$ cat src/rtl/execute_md_if.sv
// execute_md_if: E-stage side-band bundle between the pipeline and the
// multiply/divide unit. The pipeline drives as master; execute_md is the slave.
interface execute_md_if #(
  parameter int WIDTH = 32
);
  logic [2:0]       md_op_e;
  logic [1:0]       md_read_e;
  logic [WIDTH-1:0] src_a_e;
  logic [WIDTH-1:0] src_b_e;
  logic             hold_e;
  logic             flush_e;
  logic [WIDTH-1:0] md_result_e;
  logic             stall_md_o;
  logic             busy_o;

  modport master (
    output md_op_e, md_read_e, src_a_e, src_b_e, hold_e, flush_e,
    input  md_result_e, stall_md_o, busy_o
  );

  modport slave (
    input  md_op_e, md_read_e, src_a_e, src_b_e, hold_e, flush_e,
    output md_result_e, stall_md_o, busy_o
  );
endinterface

$ cat src/rtl/execute_md.sv
// execute_md: HI/LO multiply/divide unit for the MIPS execute stage.
// MULT/MULTU complete after MUL_CYCLES cycles; DIV/DIVU use a WIDTH-step
// restoring divider on operand magnitudes followed by one sign-fix cycle.
// Optional divider: define MD_DIV_EN to compile it in. Without it DIV/DIVU
// decode as no-ops (no busy, no stall, HI/LO untouched).
module execute_md #(
  parameter int WIDTH      = 32,
  parameter int MUL_CYCLES = 2
) (
  input  logic         clk,
  input  logic         rst_n,
  execute_md_if.slave  md
);

  localparam logic [2:0] OP_MULT  = 3'b001;
  localparam logic [2:0] OP_MULTU = 3'b010;
  localparam logic [2:0] OP_MTHI  = 3'b101;
  localparam logic [2:0] OP_MTLO  = 3'b110;
  localparam logic [1:0] RD_HI    = 2'b01;
  localparam logic [1:0] RD_LO    = 2'b10;

  // Counter must reach the longer of the multiply latency and the divide step count.
  localparam int CNT_MAX = (MUL_CYCLES > WIDTH) ? MUL_CYCLES : WIDTH;
  localparam int CNT_W   = $clog2(CNT_MAX + 1);
  localparam logic [CNT_W-1:0] MUL_LAST = CNT_W'(MUL_CYCLES - 1);

  typedef enum logic [1:0] {
    ST_IDLE,
    ST_MUL,
    ST_DIV,
    ST_DIV_FIX
  } state_t;

  state_t           state_reg;
  logic [CNT_W-1:0] cnt_reg;
  logic             busy_reg;
  logic [WIDTH-1:0] hi_reg;
  logic [WIDTH-1:0] lo_reg;
  logic [WIDTH-1:0] op_a_reg;
  logic [WIDTH-1:0] op_b_reg;
  logic             signed_reg;

  logic is_mult, is_multu, is_mthi, is_mtlo;
  logic op_any, read_any, accept;

  logic [2*WIDTH-1:0] mul_a_ext, mul_b_ext, product;

`ifdef MD_DIV_EN
  localparam logic [2:0]       OP_DIV   = 3'b011;
  localparam logic [2:0]       OP_DIVU  = 3'b100;
  localparam logic [CNT_W-1:0] DIV_LAST = CNT_W'(WIDTH - 1);

  logic             is_div, is_divu;
  logic [WIDTH-1:0] rem_reg;
  logic [WIDTH-1:0] quo_reg;
  logic [WIDTH-1:0] a_mag_in;
  logic [WIDTH-1:0] b_mag;
  logic [WIDTH:0]   shifted;
  logic [WIDTH:0]   diff;
  logic [WIDTH-1:0] rem_next;
  logic [WIDTH-1:0] quo_next;
  logic             q_neg, r_neg, div_zero;
  logic [WIDTH-1:0] fix_hi, fix_lo;
`endif

  // Decode the E-stage request; reserved codes fall through as "none".
  always_comb begin
    is_mult  = (md.md_op_e == OP_MULT);
    is_multu = (md.md_op_e == OP_MULTU);
    is_mthi  = (md.md_op_e == OP_MTHI);
    is_mtlo  = (md.md_op_e == OP_MTLO);
`ifdef MD_DIV_EN
    is_div   = (md.md_op_e == OP_DIV);
    is_divu  = (md.md_op_e == OP_DIVU);
    op_any   = is_mult | is_multu | is_div | is_divu | is_mthi | is_mtlo;
`else
    op_any   = is_mult | is_multu | is_mthi | is_mtlo;
`endif
    read_any = (md.md_read_e == RD_HI) | (md.md_read_e == RD_LO);
    accept   = (state_reg == ST_IDLE) & ~md.hold_e & ~md.flush_e;
  end

  // Only an instruction that touches HI/LO or the unit waits on a busy unit.
  assign md.busy_o     = busy_reg;
  assign md.stall_md_o = busy_reg & (op_any | read_any);

  // MFHI/MFLO read the architectural registers directly; no bypass.
  always_comb begin
    md.md_result_e = '0;
    if (md.md_read_e == RD_HI)      md.md_result_e = hi_reg;
    else if (md.md_read_e == RD_LO) md.md_result_e = lo_reg;
  end

  // Full-width product of the latched operands; extension chooses signedness.
  always_comb begin
    mul_a_ext = signed_reg ? {{WIDTH{op_a_reg[WIDTH-1]}}, op_a_reg} : {{WIDTH{1'b0}}, op_a_reg};
    mul_b_ext = signed_reg ? {{WIDTH{op_b_reg[WIDTH-1]}}, op_b_reg} : {{WIDTH{1'b0}}, op_b_reg};
    product   = mul_a_ext * mul_b_ext;
  end

`ifdef MD_DIV_EN
  // One restoring step per cycle plus the final sign and divide-by-zero fixup.
  always_comb begin
    a_mag_in = (is_div & md.src_a_e[WIDTH-1]) ? -md.src_a_e : md.src_a_e;
    b_mag    = (signed_reg & op_b_reg[WIDTH-1]) ? -op_b_reg : op_b_reg;
    shifted  = {rem_reg, quo_reg[WIDTH-1]};
    diff     = shifted - {1'b0, b_mag};
    if (!diff[WIDTH]) begin
      rem_next = diff[WIDTH-1:0];
      quo_next = {quo_reg[WIDTH-2:0], 1'b1};
    end else begin
      rem_next = shifted[WIDTH-1:0];
      quo_next = {quo_reg[WIDTH-2:0], 1'b0};
    end
    q_neg    = signed_reg & (op_a_reg[WIDTH-1] ^ op_b_reg[WIDTH-1]);
    r_neg    = signed_reg & op_a_reg[WIDTH-1];
    div_zero = (op_b_reg == '0);
    fix_lo   = div_zero ? '1 : (q_neg ? -quo_reg : quo_reg);
    fix_hi   = div_zero ? op_a_reg : (r_neg ? -rem_reg : rem_reg);
  end
`endif

  // Control FSM, HI/LO and operand latches; in-flight work ignores hold/flush.
  always_ff @(posedge clk or negedge rst_n) begin
    if (!rst_n) begin
      state_reg  <= ST_IDLE;
      cnt_reg    <= '0;
      busy_reg   <= 1'b0;
      hi_reg     <= '0;
      lo_reg     <= '0;
      op_a_reg   <= '0;
      op_b_reg   <= '0;
      signed_reg <= 1'b0;
`ifdef MD_DIV_EN
      rem_reg    <= '0;
      quo_reg    <= '0;
`endif
    end else begin
      case (state_reg)
        ST_IDLE: begin
          if (accept) begin
            if (is_mult | is_multu) begin
              op_a_reg   <= md.src_a_e;
              op_b_reg   <= md.src_b_e;
              signed_reg <= is_mult;
              cnt_reg    <= '0;
              busy_reg   <= 1'b1;
              state_reg  <= ST_MUL;
            end
`ifdef MD_DIV_EN
            else if (is_div | is_divu) begin
              op_a_reg   <= md.src_a_e;
              op_b_reg   <= md.src_b_e;
              signed_reg <= is_div;
              quo_reg    <= a_mag_in;
              rem_reg    <= '0;
              cnt_reg    <= '0;
              busy_reg   <= 1'b1;
              state_reg  <= ST_DIV;
            end
`endif
            else if (is_mthi) begin
              hi_reg <= md.src_a_e;
            end else if (is_mtlo) begin
              lo_reg <= md.src_a_e;
            end
          end
        end
        ST_MUL: begin
          if (cnt_reg == MUL_LAST) begin
            hi_reg    <= product[2*WIDTH-1:WIDTH];
            lo_reg    <= product[WIDTH-1:0];
            cnt_reg   <= '0;
            busy_reg  <= 1'b0;
            state_reg <= ST_IDLE;
          end else begin
            cnt_reg <= cnt_reg + CNT_W'(1);
          end
        end
`ifdef MD_DIV_EN
        ST_DIV: begin
          rem_reg <= rem_next;
          quo_reg <= quo_next;
          if (cnt_reg == DIV_LAST) begin
            cnt_reg   <= '0;
            state_reg <= ST_DIV_FIX;
          end else begin
            cnt_reg <= cnt_reg + CNT_W'(1);
          end
        end
        ST_DIV_FIX: begin
          hi_reg    <= fix_hi;
          lo_reg    <= fix_lo;
          busy_reg  <= 1'b0;
          state_reg <= ST_IDLE;
        end
`endif
        default: begin
          cnt_reg   <= '0;
          busy_reg  <= 1'b0;
          state_reg <= ST_IDLE;
        end
      endcase
    end
  end

endmodule

$ cat src/flat_wrapper.sv
// flat-port wrapper written by rule: the top's interface ports become plain ports
module execute_md_flat 
#(
  parameter int WIDTH      = 32,
  parameter int MUL_CYCLES = 2
)
  (clk, rst_n, md_md_op_e, md_md_read_e, md_src_a_e, md_src_b_e, md_hold_e, md_flush_e, md_md_result_e, md_stall_md_o, md_busy_o);
  execute_md_if #(.WIDTH(WIDTH)) md_i ();
  input  logic clk;
  input  logic rst_n;
  input wire logic [$bits(md_i.md_op_e)-1:0] md_md_op_e;
  input wire logic [$bits(md_i.md_read_e)-1:0] md_md_read_e;
  input wire logic [$bits(md_i.src_a_e)-1:0] md_src_a_e;
  input wire logic [$bits(md_i.src_b_e)-1:0] md_src_b_e;
  input wire logic [$bits(md_i.hold_e)-1:0] md_hold_e;
  input wire logic [$bits(md_i.flush_e)-1:0] md_flush_e;
  output wire logic [$bits(md_i.md_result_e)-1:0] md_md_result_e;
  output wire logic [$bits(md_i.stall_md_o)-1:0] md_stall_md_o;
  output wire logic [$bits(md_i.busy_o)-1:0] md_busy_o;
  assign md_i.md_op_e = md_md_op_e;
  assign md_i.md_read_e = md_md_read_e;
  assign md_i.src_a_e = md_src_a_e;
  assign md_i.src_b_e = md_src_b_e;
  assign md_i.hold_e = md_hold_e;
  assign md_i.flush_e = md_flush_e;
  assign md_md_result_e = md_i.md_result_e;
  assign md_stall_md_o = md_i.stall_md_o;
  assign md_busy_o = md_i.busy_o;
  execute_md #(.WIDTH(WIDTH), .MUL_CYCLES(MUL_CYCLES)) u_core (.clk(clk), .rst_n(rst_n), .md(md_i));
endmodule
$ cat config.mk
export PLATFORM = sky130hd
export DESIGN_NAME = execute_md_flat
export DESIGN_NICKNAME = d
export VERILOG_FILES = /design/src/rtl/execute_md_if.sv /design/src/rtl/execute_md.sv /design/src/flat_wrapper.sv
export SDC_FILE = /design/constraint.sdc
export NUM_CORES = 2
export LEC_CHECK = 0
export BUFFER_PORTS_ARGS = -buffer_cell sky130_fd_sc_hd__clkbuf_2
export CORE_MARGIN = 2
export CORE_UTILIZATION = 25
export DETAILED_ROUTE_END_ITERATION = 6
export PLACE_DENSITY_LB_ADDON = 0.12
export SLEW_MARGIN = 5
export SYNTH_ARGS = -nofsm -noshare
export SYNTH_HDL_FRONTEND = slang
export SYNTH_SLANG_ARGS = --single-unit
$ cat constraint.sdc
create_clock -name clk -period 8.5 [get_ports clk]
set_clock_uncertainty 0.2 [all_clocks]
set_input_delay 1.7 -clock clk [delete_from_list [all_inputs] [get_ports clk]]
set_output_delay 1.7 -clock clk [all_outputs]
set_load 0.01 [all_outputs]
==> qor.txt <==
Status -> complete, but fails checks
Failing checks -> setup timing
Num CTS Buffers -> 17
Setup ws final -> -0.352 ns
All-Layer GR Usage -> 19.0%
Congestion Overflow GR -> 0
Worst Hold Path Cells -> 2
Synth-to-Final Area Change -> 25.0%
Yosys warns -> 0
Slew margin rel. -> 28.1%
Max-slew violations -> 0
Setup TNS -> -4.66 ns
Avg Inst Size Synth -> 9.56 um2
Final hold slack -> 0.285 ns
Routed length on met2 -> 112 mm
Main area contributors after synthesis -> fa_1, inv_1, ha_1
Post-Syn Instances -> 5665
WP data required -> 8.68 ns
CTS tree -> done
RSZ-0062 raised after global routing -> true
Setup Crit Path Kind -> register to register
Layout cells sized above 1 -> 23.1%
Clock Path Buffers -> 2
Most numerous cell in the Yosys netlist -> inv_1
CP Capture Type -> register
Synth area leader -> fa_1
Reg clk slew, reported paths -> 0.08 ns
Fin util -> 31.5%
Hold Buf Count CTS -> 0
Fin crit period -> 8.85 ns
Hold violation count in the final report -> 0
Starting density of the core -> 25.2%
Net Count, Synth -> 7469
FF-to-FF Start -> u_core.op_a_reg[26]
# DRC -> 0
Fillers -> 22500
Die Y -> 469 um
CP max stage delay -> 0.52 ns
Port Buffers -> 106
Worst Hold Class -> register to register
Fin cells -> 9164
Die Width -> 469 um
Root Buffer -> clkbuf_16
DR vias/cell -> 4.25
Crit path launch type -> register
Reg2reg end -> u_core.hi_reg[30]
WL met3 -> 3.23 mm
Routability cong. -> 0.880
Worst Path Max Fanout -> 6
Total iterations of the first detailed-routing run -> 5
Top sig layer -> met5
First-pass GRT wire length -> 305 mm
Fin nets -> 8108
Via count -> 38900
Number of I/O pins -> 107
Drt total wl -> 202 mm
Worst-Skew Late Latency -> 0.56 ns
Wire per inst -> 22.1 um
Largest net degree at the start of global routing -> 84
R2R cell count -> 30
Final ANT Viol Nets -> 0
Synth async-reset ratio -> 100%
H-Tree Depth -> 4
Reg-to-reg slack, setup -> -0.35 ns
Top post-synthesis cells by count -> inv_1, fa_1, nand2_1
Cell variety after synth -> 81
Max-cap violations -> 0
Worst-margin pin slew -> 1.08 ns
FP Rows -> 170
Clock sink count -> 136
Peak Freq -> 113 MHz
Vias in the first global route -> 44700
DIE AREA -> 0.220 mm2
Min-Delay Endpoint -> u_core.lo_reg[8]
Primary FF master, synth -> dfrtp_1
CP startpoint -> u_core.op_a_reg[26]
Met1 WL -> 81.8 mm
Final setup violating endpoints -> 24
Share of the synthesized area in the top cell type -> 52.5%
Placed cells -> 9037
DR iter-0 viols -> 1770
EDFF count, synth -> 0
#FFs+latches synth -> 136
Core area -> 0.215 mm2
Tcrit/Tclk final -> 104%
Crit path DAT -> 9.03 ns
Register area share after synthesis -> 6.28%
Netlist Area Pre-Place -> 0.0542 mm2
Slowest CP cell -> fa_1
HPWL after detailed placement -> 173 mm
Hold Path Origin -> u_core.lo_reg[8]
Initial antenna violation count -> 12
Most used cell, CP -> fa_1
==> stage by stage <==
| stage | cell area [um2] | setup slack [ns] |
|---|---|---|
| after floorplan | 54300 | -0.151 |
| after global placement | 63700 | -0.895 |
| after detailed placement | 63700 | -0.926 |
| after CTS | 66600 | -0.459 |
| after global routing | 67700 | -0.712 |
| final | 67700 | -0.352 |
==> metal layers <==
| metal | track usage [%] | vias up |
|---|---|---|
| met4 | 4.25 | 2 |
| met5 | 0 | - |
| met1 | 22.8 | 20800 |
| met2 | 37.0 | 409 |
| li1 | - | 17600 |
| met3 | 0.970 | 112 |
==> worst max-delay path, delay by kind of cell (launching register included) <==
kind                       cells  cell delay [ns]
adders and majority gates     11             5.04
AOI/OAI and AO/OA              8             1.63
buffers and inverters          8             0.65
and+or+nand+nor                2             0.57
DFF                            1             0.45
xor gates and xnor gates       1             0.14
==> cell families (layout without fill, tap and decap cells) <==
| group | count (synthesis) | count (layout) | synth area share (%) |
|---|---|---|---|
| other cells | 0 | 9 | 0 |
| flops | 136 | 136 | 6.28 |
| buf+inv | 1824 | 2476 | 12.8 |
| mux | 80 | 80 | 1.63 |
| simple gates | 1372 | 1372 | 12.8 |
| compound gates | 401 | 401 | 4.85 |
| xor+xnor | 119 | 119 | 1.92 |
| fa+ha+maj | 1733 | 1733 | 59.7 |
==> placed cells by master (no fill, tap or decap), drive strengths merged, types with 7 or more instances in the layout <==
master / instances
nand4: 15
a21oi: 106
o21ai: 119
xnor2: 95
nor2b: 18
a22o: 31
o21a: 7
nor3b: 17
nand2: 625
nand3: 15
xor2: 24
and2: 569
diode: 9
and3: 28
inv: 1540
mux2: 64
a31o: 7
a31oi: 14
ha: 312
fa: 1419
nor2: 44
o21bai: 15
a21o: 39
buf: 802
a211oi: 9
clkbuf: 123
nand2b: 7
nor3: 13
mux2i: 16
dfrtp: 136
==> final cells by class <==
type / instances / area, um2 / area share (%)
Clock inverter: 15 / 184 / 0.272
Multi-Input combinational cell: 3705 / 45900 / 67.8
Clock buffer: 17 / 425 / 0.629
Antenna cell: 9 / 22.5 / 0.0333
Timing Repair Buffer: 911 / 8390 / 12.4
Sequential cell: 136 / 3430 / 5.06
Inverter: 1533 / 5760 / 8.52
Tap cell: 2838 / 3550 / 5.25
==> how the worst max path moves through the flow <==
| stage | endpoint | slack [ns] | depth (start not counted) |
|---|---|---|---|
| CTS | u_core.hi_reg[30] | -0.46 | 32 |
| floorplan | u_core.hi_reg[30] | -0.15 | 29 |
| global placement | u_core.hi_reg[31] | -0.90 | 33 |
| finish | u_core.hi_reg[30] | -0.35 | 30 |
| global route | u_core.hi_reg[28] | -0.71 | 31 |
| detailed placement | u_core.hi_reg[31] | -0.93 | 33 |
==> what timing repair did <==
item	in CTS	in global routing
gates resized for setup	384	208
setup buffers	59	39
setup endpoints to repair	43	45
pin swaps	215	130
cloned	6	1
Power is left out: the tool's default activity adds up to more than one toggle a clock period on the data nets, which glitch-free logic cannot reach.
